**src/rtl/alu_pkg.sv**
```systemverilog
// Shared definitions for the ALU command issuer: opcodes, datapath widths
// and the issuer FSM state encoding.
package alu_pkg;

    localparam logic [2:0] OP_ADD     = 3'b000;
    localparam logic [2:0] OP_SUB     = 3'b001;
    localparam logic [2:0] OP_MUL     = 3'b010;
    localparam logic [2:0] OP_DIV     = 3'b011;
    localparam logic [2:0] OP_AND     = 3'b100;
    localparam logic [2:0] OP_OR      = 3'b101;
    localparam logic [2:0] OP_XOR     = 3'b110;
    localparam logic [2:0] OP_ILLEGAL = 3'b111;

    localparam int OP_W      = 3;
    localparam int OPERAND_W = 8;
    localparam int RESULT_W  = 16;
    localparam int TIMER_W   = 16;

    typedef enum logic [1:0] {
        ST_IDLE  = 2'd0,
        ST_ISSUE = 2'd1,
        ST_WAIT  = 2'd2,
        ST_DRAIN = 2'd3
    } issuer_state_e;

endpackage

```
**src/rtl/alu_cmd_fifo.sv**
```systemverilog
// Synchronous command FIFO with registered occupancy count. Push is ignored
// when full and pop is ignored when empty; simultaneous push/pop keeps count.
module alu_cmd_fifo #(
    parameter int DEPTH = 4,
    parameter int WIDTH = 8
) (
    input  logic                     clk,
    input  logic                     reset,
    input  logic                     push,
    input  logic [WIDTH-1:0]         wdata,
    input  logic                     pop,
    output logic [WIDTH-1:0]         rdata,
    output logic                     full,
    output logic                     empty,
    output logic [$clog2(DEPTH):0]   count
);

    localparam int PTR_W = $clog2(DEPTH);
    localparam logic [PTR_W:0]   CNT_ONE = 1;
    localparam logic [PTR_W-1:0] PTR_ONE = 1;

    logic [WIDTH-1:0] mem [DEPTH];
    logic [PTR_W-1:0] wr_ptr;
    logic [PTR_W-1:0] rd_ptr;
    logic             do_push;
    logic             do_pop;

    assign full    = (count == (PTR_W + 1)'(DEPTH));
    assign empty   = (count == '0);
    assign do_push = push && !full;
    assign do_pop  = pop && !empty;
    assign rdata   = mem[rd_ptr];

    always_ff @(posedge clk) begin
        if (do_push) begin
            mem[wr_ptr] <= wdata;
        end
    end

    // Pointers wrap naturally because DEPTH is a power of two.
    always_ff @(posedge clk) begin
        if (reset) begin
            wr_ptr <= '0;
            rd_ptr <= '0;
            count  <= '0;
        end else begin
            if (do_push) wr_ptr <= wr_ptr + PTR_ONE;
            if (do_pop)  rd_ptr <= rd_ptr + PTR_ONE;
            case ({do_push, do_pop})
                2'b10:   count <= count + CNT_ONE;
                2'b01:   count <= count - CNT_ONE;
                default: count <= count;
            endcase
        end
    end

endmodule

```
**src/rtl/alu_cmd_issuer.sv**
```systemverilog
// Initiator for the ALU start/done handshake: buffers tagged commands, issues
// them one at a time, and returns result/tag/error on a valid/ready response port.
module alu_cmd_issuer
    import alu_pkg::*;
#(
    parameter int FIFO_DEPTH = 4,
    parameter int TAG_W      = 4,
    parameter int TIMEOUT    = 64
) (
    input  logic                 clk,
    input  logic                 reset,
    input  logic                 cmd_valid,
    output logic                 cmd_ready,
    input  logic [OP_W-1:0]      cmd_op,
    input  logic [OPERAND_W-1:0] cmd_a,
    input  logic [OPERAND_W-1:0] cmd_b,
    input  logic [TAG_W-1:0]     cmd_tag,
    output logic                 alu_start,
    output logic [OP_W-1:0]      alu_op,
    output logic [OPERAND_W-1:0] alu_a,
    output logic [OPERAND_W-1:0] alu_b,
    input  logic [RESULT_W-1:0]  alu_result,
    input  logic                 alu_done,
    output logic                 rsp_valid,
    input  logic                 rsp_ready,
    output logic [RESULT_W-1:0]  rsp_result,
    output logic [TAG_W-1:0]     rsp_tag,
    output logic                 rsp_err,
    output logic                 timeout_seen
);

    localparam int ENTRY_W = OP_W + 2 * OPERAND_W + TAG_W;
    localparam int CNT_W   = $clog2(FIFO_DEPTH) + 1;

    // Handshakes: a transfer happens on any rising edge where valid and ready
    // are both high; valid, once raised, holds its payload until that edge.
    issuer_state_e        state;
    issuer_state_e        state_next;
    logic [ENTRY_W-1:0]   fifo_wdata;
    logic [ENTRY_W-1:0]   fifo_rdata;
    logic                 fifo_full;
    logic                 fifo_empty;
    logic [CNT_W-1:0]     fifo_count;
    logic [OP_W-1:0]      head_op;
    logic [OPERAND_W-1:0] head_a;
    logic [OPERAND_W-1:0] head_b;
    logic [TAG_W-1:0]     head_tag;
    logic [TAG_W-1:0]     tag_q;
    logic [TIMER_W-1:0]   timer;
    logic                 pop;
    logic                 pop_illegal;
    logic                 capture;
    logic                 time_out;

    assign fifo_wdata = {cmd_op, cmd_a, cmd_b, cmd_tag};
    assign {head_op, head_a, head_b, head_tag} = fifo_rdata;
    assign cmd_ready  = !fifo_full;
    assign alu_start  = (state == ST_ISSUE);

    alu_cmd_fifo #(
        .DEPTH (FIFO_DEPTH),
        .WIDTH (ENTRY_W)
    ) u_fifo (
        .clk   (clk),
        .reset (reset),
        .push  (cmd_valid),
        .wdata (fifo_wdata),
        .pop   (pop),
        .rdata (fifo_rdata),
        .full  (fifo_full),
        .empty (fifo_empty),
        .count (fifo_count)
    );

    always_comb begin
        state_next  = state;
        pop         = 1'b0;
        pop_illegal = 1'b0;
        capture     = 1'b0;
        time_out    = 1'b0;
        case (state)
            ST_IDLE: begin
                // Only pop into an empty response slot so a capture never stalls.
                if (!fifo_empty && !rsp_valid) begin
                    pop = 1'b1;
                    if (head_op == OP_ILLEGAL) pop_illegal = 1'b1;
                    else                       state_next  = ST_ISSUE;
                end
            end
            ST_ISSUE: state_next = ST_WAIT;
            ST_WAIT: begin
                if (alu_done) begin
                    capture    = 1'b1;
                    state_next = ST_DRAIN;
                end else if (timer == '0) begin
                    time_out   = 1'b1;
                    state_next = ST_DRAIN;
                end
            end
            ST_DRAIN: begin
                if (!alu_done) state_next = ST_IDLE;
            end
            default: state_next = ST_IDLE;
        endcase
    end

    always_ff @(posedge clk) begin
        if (reset) begin
            state        <= ST_IDLE;
            alu_op       <= '0;
            alu_a        <= '0;
            alu_b        <= '0;
            tag_q        <= '0;
            timer        <= '0;
            rsp_valid    <= 1'b0;
            rsp_result   <= '0;
            rsp_tag      <= '0;
            rsp_err      <= 1'b0;
            timeout_seen <= 1'b0;
        end else begin
            state <= state_next;
            if (pop) begin
                alu_op <= head_op;
                alu_a  <= head_a;
                alu_b  <= head_b;
                tag_q  <= head_tag;
            end
            if (state == ST_ISSUE)                     timer <= TIMER_W'(TIMEOUT - 1);
            else if (state == ST_WAIT && timer != '0)  timer <= timer - TIMER_W'(1);
            if (pop_illegal) begin
                rsp_valid  <= 1'b1;
                rsp_err    <= 1'b1;
                rsp_result <= '0;
                rsp_tag    <= head_tag;
            end else if (capture) begin
                rsp_valid  <= 1'b1;
                rsp_err    <= 1'b0;
                rsp_result <= alu_result;
                rsp_tag    <= tag_q;
            end else if (time_out) begin
                rsp_valid    <= 1'b1;
                rsp_err      <= 1'b1;
                rsp_result   <= '0;
                rsp_tag      <= tag_q;
                timeout_seen <= 1'b1;
            end else if (rsp_valid && rsp_ready) begin
                rsp_valid <= 1'b0;
            end
        end
    end

    fifo_count_bound: assert property (@(posedge clk) disable iff (reset)
        fifo_count <= CNT_W'(FIFO_DEPTH));

endmodule

```
**config.mk**
```make
export PLATFORM = sky130hd
export DESIGN_NAME = alu_cmd_issuer
export DESIGN_NICKNAME = d
export VERILOG_FILES = /design/src/rtl/alu_pkg.sv /design/src/rtl/alu_cmd_fifo.sv /design/src/rtl/alu_cmd_issuer.sv
export SDC_FILE = /design/constraint.sdc
export NUM_CORES = 1
export LEC_CHECK = 0
export CAP_MARGIN = 40
export CORE_ASPECT_RATIO = 1.4
export CORE_MARGIN = 2
export CORE_UTILIZATION = 49
export DETAILED_ROUTE_END_ITERATION = 8
export HOLD_SLACK_MARGIN = 0.1
export PLACE_DENSITY = 0.75
export SLEW_MARGIN = 10
export SYNTH_ARGS = -nofsm -noshare
export SYNTH_HDL_FRONTEND = slang
export SYNTH_SLANG_ARGS = --single-unit
```
**constraint.sdc**
```tcl
create_clock -name clk -period 2.3 [get_ports clk]
set_clock_uncertainty 0.05 [all_clocks]
set_input_delay 0.23 -clock clk [delete_from_list [all_inputs] [get_ports clk]]
set_output_delay 0.23 -clock clk [all_outputs]
set_load 0.05 [all_outputs]
```
After elaboration in Yosys (flattened, before gate mapping)
Memories as Yosys holds them, arrays and structs flattened. A register that Yosys moved wholly into a read port is not among the register bits. Cells that the tools add are included.

Reduce and logical (&&, ||, !) cells: 21. Bitwise operators: 2. Eq/ne operators: 11. $add $sub $neg: 5. Muxes and demuxes: 35.

Operators with widths (count): $mux W16 (2); $mux W1 (19); $logic_not A16 Y1 (1); $reduce_bool A16 Y1 (1); $sub A16 B1 Y16 const B (1); $mux W2 (7); $mux W4 (3); $mux W6 (2); $pmux W2 S4 (1); $eq A2 B2 Y1 const B (3); $eq A3 B3 Y1 const B (2); $ne A2 B2 Y1 const B (3); $pmux W3 S2 (1); $reduce_bool A2 Y1 (3); $logic_and A1 B1 Y1 (5); $add A2 B1 Y2 const B (2); $eq A2 B1 Y1 const B (2); $reduce_and A4 Y1 (1); $reduce_bool A4 Y1 (1); $reduce_or A2 Y1 (2); $add A3 B1 Y3 const B (1); $logic_not A1 Y1 (3); $logic_not A3 Y1 (1); $ne A3 B3 Y1 const B (1); other kinds (5) (6).

Register bits: 71. Memories kept: 1. Input bits: 44. RAM bits: 92. Output and inout bits: 44.

Memories: u_fifo.mem (depth 4, bits a word 23, read ports 1, clocked after memory_dff 1, wr ports 1, RTL line alu_cmd_fifo.sv:22) `logic [WIDTH-1:0] mem [DEPTH];`.

Longest topological paths before layout
Gate-level depths: netlist of run 1.

Word-level depth: 8. Depth in mapped cells: 11. Depth with buffers taken out: 10.

Hierarchy
From an unflattened synthesis of run 1, not the netlist that was laid out.

Cells, all modules: 509. Area, all modules: 6575.1 um^2.

By module, submodules not included: alu_cmd_fifo (area an instance 3833.7 um^2, times used 1, cells an instance 174, sequential area each 2942.8 um^2); alu_cmd_issuer (area an instance 2741.4 um^2, times used 1, cells an instance 335, sequential area each 1281.2 um^2).

Worst setup path after synthesis of run 1
Ideal clock, no wire load.

Path type: reg2reg. From: register u_fifo.count[0]. To: register u_fifo.count[2]. Path slack: -0.286 ns. Period minus slack after synthesis: 2.586 ns. Setup time: 0.070 ns. Cell stages (with the launch flop): 11. Data arrival time: 2.466 ns. Data required time: 2.180 ns. Cell sequence: dfxtp_1 inv_1 nand3_1 and2_1 inv_1 ha_1 inv_1 fa_1 xor2_1 or3_1 a21oi_1.

Elaborated cells between the ends (all ways): 15. Classes of those cells: add/sub: 2; eq/ne: 3; mux: 3; reduce/logical: 7.

RTL lines: start: declaration (RTL line alu_cmd_fifo.sv:15) `output logic [$clog2(DEPTH):0] count`; start signal: assignment (RTL line alu_cmd_fifo.sv:50) `2'b10: count <= count + CNT_ONE;`; start signal: assignment (RTL line alu_cmd_fifo.sv:51) `2'b01: count <= count - CNT_ONE;`; start signal: assignment (RTL line alu_cmd_fifo.sv:52) `default: count <= count;`; $eq A3 B3 Y1 * (RTL line alu_cmd_fifo.sv:28) `assign full = (count == (PTR_W + 1)'(DEPTH));`; $logic_not A1 Y1 *; net cmd_ready (RTL line alu_cmd_issuer.sv:13) `output logic cmd_ready,`; $logic_and A1 B1 Y1 * (RTL line alu_cmd_fifo.sv:30) `assign do_push = push && !full;`; $eq A2 B1 Y1 / $eq A2 B2 Y1 (equally long branches) (RTL line alu_cmd_fifo.sv:49) `case ({do_push, do_pop})`; $pmux W3 S2 / $reduce_bool A2 Y1 (equally long branches).

Mark *: on every way through the listed nets, which the timed path passes. The rest lies on a longest branch. A chain may end at the register's enable or synchronous reset.

Worst setup path in the final report of run 1
From: register timer[11]. To: register timer[14].

Longest elaborated chain between the ends: 2. Elaborated cells between the ends (all ways): 3. Classes of those cells: add/sub: 1; reduce/logical: 2.

RTL lines: start: declaration (RTL line alu_cmd_issuer.sv:49) `logic [TIMER_W-1:0] timer;`; start signal: assignment (RTL line alu_cmd_issuer.sv:128) `if (state == ST_ISSUE) timer <= TIMER_W'(TIMEOUT - 1);`; start signal: assignment (RTL line alu_cmd_issuer.sv:129) `else if (state == ST_WAIT && timer != '0) timer <= timer - TIMER_W'(1);`; parallel branches: the longest is 2 deep, another holds $sub A16 B1 Y16.

Parallel ways; which one is timed is not known.

==> impl_metrics.json, run 1 <==
{
  "drive_gt1_share_pct": 17.1,
  "area_growth_pct": 28.1,
  "core_sq_um": 12800,
  "hold_viol": 0,
  "critPathSlowestCell": "or4_4",
  "die-width_um": 100,
  "synth_area_leader_cell": "edfxtp_1",
  "worst_setup_path_end_kind": "flop",
  "hp-class": "in -> reg",
  "top_layer": "met4",
  "wl_met1_um": 5270,
  "crit_path_start_kind": "flop",
  "grt_usage_pct": 20.3,
  "rsz0062_at_grt": "true",
  "p_clk_share_pct": 26.7,
  "hpwl_um": 8930,
  "critPathMaxFanout": 5,
  "fin_total_pwr_mw": 10.4,
  "drc": 0,
  "slowest_delay_ps": 570,
  "first_pass_iters": 5,
  "port_buffers": 87,
  "final_cells": 767,
  "pin_count": 88,
  "antennaDiodeCount": 0,
  "setup_slack_ps": -18.7,
  "synth-edff-count": 92,
  "worst_pin_slew_ps": 561,
  "syn_nets": 551,
  "max-vdd-ir-drop_mv": 0.610,
  "min-delay-start": "reset",
  "clkLatencyLatePin_ps": 410,
  "min_period_over_period_pct": 101,
  "cp-startpoint": "timer[11]",
  "seq_area_frac_synth_pct": 66.2,
  "netlist_instances": 494,
  "synth_top_cells_by_area": "edfxtp_1, dfxtp_1, mux4_2",
  "hold_buffers": 0,
  "cp.arrival_ps": 2620,
  "combPwrFrac_pct": 35.1,
  "grt_overflow": 0,
  "p_leak_nw": 2.80,
  "seqPwrFrac_pct": 38.2,
  "yosys_warnings": 0,
  "p_per_area_nw_per_um2": 1270,
  "status": "complete, but fails checks",
  "place_ws_ps": -11.3,
  "grt_pass1_vias": 4386,
  "placementRows": 49,
  "power_switching_mw": 3.82,
  "async_flop_share_pct": 0,
  "crit_buf_inv": 0,
  "path_clk_slew_ps": 70,
  "syn_area_sq_um": 6380,
  "cts_buffers": 17,
  "max_freq_ghz": 0.431,
  "place_inst": 733,
  "wl_met3_um": 583,
  "wire_per_inst_um": 17.8,
  "hold_ws_ps": 146,
  "ys_seq_elements": 165,
  "antenna_found_initial": 0,
  "avgViaCountPerCell": 5.61,
  "violations": "setup timing",
  "drt_iter0_markers": 164,
  "cts_sinks": 165,
  "internal_power_mw": 6.60,
  "grt_max_degree": 52,
  "critPathTopFamily": "simple AND/OR/NAND/NOR gates",
  "synth_top_area_share_pct": 43.3,
  "maxSlewViolCount": 0,
  "drv_cap": 0,
  "slew_headroom_pct": 62.5,
  "nNetsFinal": 658,
  "synth_ff_type": "edfxtp_1",
  "avgSynthCellArea_sq_um": 12.9,
  "grt_pass1_wl_um": 21700,
  "die_h_um": 139,
  "worstPathRequired_ps": 2600,
  "cts_tree": "done",
  "fin_crit_ps": 2320,
  "switching_share_pct": 36.7,
  "reg2reg_from": "timer[11]",
  "die-area_sq_um": 14000,
  "path_cells": "or4_4 -> or4_4 -> or3_1 -> or3_1 -> a21oi_1",
  "gp_congestion": 0.814,
  "met2_wirelength_um": 7420,
  "ant_nets": 0,
  "htreeDepth": 4,
  "cts_root_buffer": "clkbuf_16",
  "finalSetupViolCount": 1,
  "dr_total_vias": 4306,
  "crit_type": "reg -> reg",
  "ys_types": 41,
  "clockBufferDepth": 2,
  "start_util_pct": 49.8,
  "routed_wl_um": 13700
}
==> per-layer routing <==
| metal | vias to the layer above | global-route usage (%) |
|---|---|---|
| met5 | - | 0 |
| met4 | 0 | 8.00 |
| met3 | 35 | 4.69 |
| met2 | 137 | 36.6 |
| met1 | 2096 | 22.8 |
| li1 | 2038 | - |
==> final timing paths <==
check / end / slack, ps / depth (start not counted)
setup reg to reg: timer[14] / -20 / 5
hold / removal: timer[11] / 150 / 3
setup / recovery: timer[14] / -20 / 5
hold reg to reg: alu_a[2] / 400 / 2
==> kinds of logic after synthesis <==
logic type	Yosys count	synth area share (%)
DFF	165	66.2
and+or+nand+nor	154	11.2
AOI/OAI and AO/OA	87	7.78
buffers and inverters	40	2.41
muxes	25	8.43
adders and majority gates	13	2.67
xor gates and xnor gates	10	1.37
==> metrics by stage <==
step | instance area, sq um | TNS [ps] | util (%)
CTS | 8130 | 0 | 63.5
global placement | 7530 | 0 | 58.7
finish | 8180 | -18.7 | 63.8
floorplan | 6410 | -305 | -
detailed placement | 7530 | -11.3 | 58.8
global route | 8180 | -185 | 63.8
==> flip-flops by register name, summed over array words and instances, names as in the netlist, named ones only <==
signal and cells:
rsp_valid 1, rsp_result 16, alu_op 3, timer 16
alu_a 8, timeout_seen 1, state 2, tag_q 4
u_fifo.wr_ptr 2, alu_b 8, u_fifo.count 3, u_fifo.rd_ptr 2
rsp_tag 4, rsp_err 1, u_fifo.mem 92
==> Yosys cell counts (all sizes together) (5+ instances only) <==
cell,instances
nand3,24
or4,5
dfxtp,73
edfxtp,92
buf,9
a31oi,5
a21oi,52
nor2,20
or3,12
o21ai,14
xor2,6
clkbuf,16
nand2,72
mux4,23
ha,12
nor4,5
inv,15
==> power groups by stage <==
stage | registers [mW] | clock network, mW | logic (mW)
2_1_floorplan | 4.58 | 0 | 1.84
3_3_place_gp | 3.98 | 0 | 3.47
3_5_place_dp | 4.02 | 0 | 3.56
4_1_cts | 3.96 | 2.84 | 3.60
5_1_grt | 4.03 | 2.95 | 3.97
6_report | 3.98 | 2.78 | 3.66
==> cell type report <==
type	instances	area (sq um)
inverter	15	56.3
clock inverter	14	161
multi-input combinational	290	2060
fill	924	4630
timing repair buffer	112	1050
sequential	165	4230
clock buffer	18	429
tap	153	191
==> placed cells by master (no fill, tap or decap), types with 10 or more instances in the layout <==
cell             netlist  routed
edfxtp_1              92      92
clkdlybuf4s50_1        0      85
clkbuf_16              0      17
nand3_1               24      23
dfxtp_1               73      68
or3_1                 12      12
nand2_1               72      72
ha_1                  12      11
inv_1                 14      10
mux4_2                23      23
nor2_1                20      20
buf_4                  0      25
a21oi_1               52      51
o21ai_0               11      11
==> worst register-to-register path, cell delays in order (launching register included) <==
cell and delay, ps:
dfxtp_2 330, or4_4 570, or4_4 540, or3_1 340, or3_1 310, a21oi_1 120
==> timing repair <==
item,in CTS,in global routing
cloned,0,1
pin swaps,0,3
setup buffers,0,1
endpoints found under the hold margin,0,0
gates resized for setup,3,14
setup endpoints to repair,8,13
(Power assumes the default switching activity.)
==> run 2, diff against run 1 <==
--- a/config.mk
+++ b/config.mk
@@ -12,6 +12,7 @@
 export DETAILED_ROUTE_END_ITERATION = 8
 export HOLD_SLACK_MARGIN = 0.1
 export PLACE_DENSITY = 0.75
+export SKIP_LAST_GASP = 1
 export SLEW_MARGIN = 10
 export SYNTH_ARGS = -nofsm -noshare
 export SYNTH_HDL_FRONTEND = slang
==> impl_metrics.json, run 2 (synthesis results as in run 1) <==
{
  "status": "complete, but fails checks",
  "violations": "setup timing",
  "final_common_cell": "edfxtp_1",
  "port_buffers": 87,
  "routed_wl_um": 13700,
  "grt_overflow": 0,
  "top_register": "u_fifo.mem",
  "final_cells": 767,
  "fin_crit_ps": 2320,
  "maxSlewViolCount": 0,
  "crit_buf_inv": 0,
  "slew_headroom_pct": 62.3,
  "antenna_found_initial": 0,
  "drv_cap": 0,
  "grt_usage_pct": 20.3,
  "place_ws_ps": -11.3,
  "drt_iter0_markers": 176,
  "reg2reg_from": "timer[11]",
  "clkLatencyLatePin_ps": 420,
  "seqPwrFrac_pct": 38.1,
  "first_pass_iters": 5,
  "dr_total_vias": 4322,
  "die-area_sq_um": 14000,
  "min_path_cells": 3,
  "critPathTopFamily": "simple AND/OR/NAND/NOR gates",
  "internal_power_mw": 6.59,
  "final_cell_area_sq_um": 8180,
  "ant_nets": 0,
  "multi_input_area_sq_um": 2060,
  "fin_total_pwr_mw": 10.4,
  "grt_max_degree": 52,
  "cts_buffers": 17,
  "worstPathRequired_ps": 2600,
  "htreeDepth": 4,
  "r2r_end": "timer[14]",
  "min_period_over_period_pct": 101,
  "max_freq_ghz": 0.431,
  "nNetsFinal": 658,
  "hold_viol": 0,
  "core_sq_um": 12800,
  "cp-startpoint": "timer[11]",
  "pin_count": 88,
  "largest_reg_flops": 92,
  "avgViaCountPerCell": 5.63,
  "min-delay-start": "reset",
  "p_per_area_nw_per_um2": 1270,
  "cts_tree": "done",
  "start_util_pct": 49.8,
  "clockBufferDepth": 2,
  "place_inst": 733,
  "gp_congestion": 0.814,
  "cts_root_buffer": "clkbuf_16",
  "drive_gt1_share_pct": 16.3,
  "power_switching_mw": 3.84,
  "wire_per_inst_um": 17.8,
  "placementRows": 49,
  "reg_top3": "u_fifo.mem (92), rsp_result (16), timer (16)",
  "crit_type": "reg -> reg",
  "antennaDiodeCount": 0,
  "cts_sinks": 165,
  "grt_pass1_wl_um": 21700,
  "critPathMaxFanout": 5,
  "die-width_um": 100,
  "area_growth_pct": 28.2,
  "finalSetupViolCount": 1,
  "switching_share_pct": 36.8,
  "drc": 0,
  "r2r_slack_ps": -20,
  "holdPathEnd": "timer[11]",
  "cp.arrival_ps": 2620,
  "place_area_sq_um": 7530,
  "max-vdd-ir-drop_mv": 0.611,
  "path_cells": "or4_4 -> or4_4 -> or3_1 -> or3_1 -> a21oi_1",
  "reg2reg_depth": 5,
  "grt_pass1_vias": 4386,
  "die_h_um": 139,
  "p_clk_share_pct": 26.7,
  "path_clk_slew_ps": 70,
  "worst_setup_path_end_kind": "flop",
  "setup_slack_ps": -18.7,
  "combPwrFrac_pct": 35.2,
  "crit_path_start_kind": "flop",
  "ff_latch_area_sq_um": 4230,
  "p_leak_nw": 2.80,
  "hpwl_um": 8930,
  "worst_pin_slew_ps": 564,
  "nFillCells": 923,
  "slowest_delay_ps": 570,
  "rsz0062_at_grt": "true",
  "final_cell_mix": "edfxtp_1, clkdlybuf4s50_1, nand2_1, dfxtp_1, a21oi_1",
  "hp-class": "in -> reg",
  "critPathSlowestCell": "or4_4"
}
run 2: cell counts in the layout (fill, tap and decap cells not counted):
No cell type changed its count.
run 2: what timing repair did:
item	in CTS	in global routing
pin swaps	0	3
cloned	0	1
setup endpoints to repair	8	32
hold buffers	0	0
gates resized for setup	2	12
setup buffers	0	1
run 2: layout make-up:
class	count	share of cell area (%)
Clock buffer	18	5.24
Clock inverter	14	1.97
Inverter	15	0.688
Multi-Input combinational cell	290	25.2
Sequential cell	165	51.7
Tap cell	153	2.34
Timing Repair Buffer	112	12.9
run 2: power groups by stage:
stage / combinational [mW] / sequential [mW] / clock [mW]
finish: 3.67 / 3.98 / 2.78
global route: 3.98 / 4.03 / 2.95
CTS: 3.59 / 3.96 / 2.84
detailed placement: 3.56 / 4.02 / 0
global placement: 3.47 / 3.98 / 0
floorplan: 1.84 / 4.58 / 0
run 2: tightest hold or removal path, cell delays in order:
cell	delay, ps
buf_2	90
or2_2	190
a21oi_1	50
run 2: worst max-delay path by stage:
stage	endpoint	slack, ps	depth (start not counted)
after floorplan	timer[14]	-110	7
after global placement	timer[14]	60	5
after detailed placement	u_fifo.count[2]	-10	9
after CTS	timer[14]	-8	5
after global routing	timer[14]	-70	5
final	timer[14]	-20	5
run 2: per-layer routing:
metal,part of all wire (%),GRT usage (%),vias to the layer above
met2,55,36.5,132
li1,-,-,2037
met3,4.3,4.69,33
met4,2.7,8.00,0
met5,0,0,-
met1,38,22.8,2120
run 2: metrics by stage:
stage	hold slack [ps]	TNS, ps	util, %
CTS	134	-8.18	63.4
floorplan	279	-305	-
global route	167	-267	63.9
finish	145	-18.7	63.9
global placement	395	0	58.7
detailed placement	397	-11.3	58.8
==> run 3, diff against run 2 <==
--- a/config.mk
+++ b/config.mk
@@ -7,7 +7,7 @@
 export LEC_CHECK = 0
 export CAP_MARGIN = 40
 export CORE_ASPECT_RATIO = 1.4
-export CORE_MARGIN = 2
+export CORE_MARGIN = 1
 export CORE_UTILIZATION = 49
 export DETAILED_ROUTE_END_ITERATION = 8
 export HOLD_SLACK_MARGIN = 0.1
==> impl_metrics.json, run 3 (synthesis results as in run 1) <==
{
  "critPathTopFamily": "simple AND/OR/NAND/NOR gates",
  "clkLatencyLatePin_ps": 410,
  "avgViaCountPerCell": 5.61,
  "max_freq_ghz": 0.428,
  "cp.depth": 5,
  "worst_pin_slew_ps": 564,
  "power_switching_mw": 3.69,
  "first_pass_iters": 7,
  "placementRows": 49,
  "p_leak_nw": 2.78,
  "rsz0062_at_grt": "true",
  "cts_buffers": 17,
  "drive_gt1_share_pct": 16.2,
  "crit_buf_inv": 0,
  "ant_nets": 0,
  "path_cells": "or4_4 -> or4_4 -> or3_1 -> or3_1 -> a21oi_2",
  "endpoint": "timer[14]",
  "nNetsFinal": 657,
  "worstPathRequired_ps": 2590,
  "die-area_sq_um": 13500,
  "max-vdd-ir-drop_mv": 0.580,
  "clockBufferDepth": 2,
  "cts_sinks": 165,
  "path_clk_slew_ps": 60,
  "critPathMaxFanout": 5,
  "setup_slack_ps": -36.9,
  "r2r_slack_ps": -40,
  "gp_congestion": 0.854,
  "grt_pass1_vias": 4363,
  "final_cell_mix": "edfxtp_1, clkdlybuf4s50_1, nand2_1, dfxtp_1, a21oi_1",
  "switching_share_pct": 35.7,
  "min_period_over_period_pct": 102,
  "grt_max_degree": 50,
  "final_common_cell": "edfxtp_1",
  "grt_usage_pct": 20.5,
  "grt_overflow": 0,
  "p_clk_share_pct": 26.7,
  "hpwl_um": 8570,
  "slowest_delay_ps": 550,
  "dr_total_vias": 4300,
  "internal_power_mw": 6.64,
  "status": "complete, but fails checks",
  "top_register": "u_fifo.mem",
  "crit_type": "reg -> reg",
  "met2_usage_pct": 37.0,
  "grt_use_met1_pct": 23.0,
  "routed_wl_um": 13300,
  "maxSlewViolCount": 0,
  "hold_viol": 0,
  "reg2reg_from": "timer[5]",
  "worst_setup_path_end_kind": "flop",
  "drv_cap": 0,
  "largest_reg_flops": 92,
  "reg2reg_depth": 5,
  "start_util_pct": 50.1,
  "cp.arrival_ps": 2630,
  "hp-class": "in -> reg",
  "cts_root_buffer": "clkbuf_16",
  "hold_ws_ps": 317,
  "grt_pass1_wl_um": 21000,
  "drt_iter0_markers": 202,
  "place_inst": 730,
  "p_per_area_nw_per_um2": 1270,
  "finalSetupViolCount": 1,
  "crit_path_start_kind": "flop",
  "htreeDepth": 4,
  "final_cells": 766,
  "violations": "DRC, setup timing",
  "wire_per_inst_um": 17.3,
  "cts_tree": "done",
  "r2r_end": "timer[14]",
  "core_sq_um": 12800,
  "critPathSlowestCell": "or4_4",
  "area_growth_pct": 27.8,
  "antenna_found_initial": 0,
  "reg_top3": "u_fifo.mem (92), rsp_result (16), timer (16)",
  "pin_count": 88,
  "combPwrFrac_pct": 34.8,
  "cp-startpoint": "timer[5]",
  "die_h_um": 137,
  "die-width_um": 98.5,
  "fin_crit_ps": 2340,
  "grt_use_met3_pct": 4.55,
  "drc": 7,
  "grt-busiest-layer": "met2",
  "slew_headroom_pct": 62.3,
  "seqPwrFrac_pct": 38.5,
  "port_buffers": 87,
  "antennaDiodeCount": 0
}
run 3: worst reg2reg max path, cell delays in order, from the launching register on:
cell and delay (ps):
dfxtp_2 320, or4_4 540, or4_4 550, or3_1 340, or3_1 340, a21oi_2 140
run 3: per-layer routing:
metal  wire length [um]  vias to the layer above
met3                626                       26
met5                  0                        -
met4                319                        0
met1               5240                     2106
li1                   -                     2041
met2               7090                      127
run 3: through the flow:
step	instance area [sq um]	setup WS (ps)	total power [mW]	setup TNS (ps)	utilization, %
after floorplan	6410	-106	6.41	-305	-
after global placement	7510	28.7	7.39	0	58.9
after detailed placement	7510	-49.9	7.49	-105	58.9
after CTS	8120	-57.6	10.3	-358	63.6
after global routing	8160	-63.3	10.8	-108	64.0
final	8160	-36.9	10.3	-36.9	64.0
run 3: final cells by class:
cell class                 instances  area (sq um)
tap                              153           191
timing repair buffer             111          1050
clock inverter                    13           146
inverter                          15          56.3
fill                             965          4590
clock buffer                      19           433
multi-input combinational        290          2060
sequential                       165          4230
run 3: power by group through the flow:
| stage | sequential, mW | clock [mW] | combinational [mW] |
|---|---|---|---|
| floorplan | 4.58 | 0 | 1.84 |
| finish | 3.97 | 2.76 | 3.59 |
| global route | 4.02 | 2.93 | 3.89 |
| global placement | 3.99 | 0 | 3.40 |
| detailed placement | 4.02 | 0 | 3.47 |
| CTS | 3.97 | 2.80 | 3.53 |
run 3: how the worst min path moves through the flow:
stage                        from          endpoint  slack, ps  depth (start not counted)
detailed placement       alu_a[6]          alu_a[6]        400                          2
global placement         tag_q[1]          tag_q[1]        390                          2
floorplan              cmd_tag[0]  u_fifo.mem[0][0]        280                          0
finish              alu_result[9]     rsp_result[9]        320                          3
global route        alu_result[4]     rsp_result[4]        320                          3
CTS                 alu_result[9]     rsp_result[9]        300                          3
run 3: repair_timing:
action / 4_1_cts / 5_1_grt
buffers inserted: 0 / 2
hold buffers: 1 / 0
pin swaps: 1 / 4
setup endpoints to repair: 7 / 19
endpoints found under the hold margin: 1 / 0
gates cloned: 1 / 0
gates resized for setup: 3 / 12
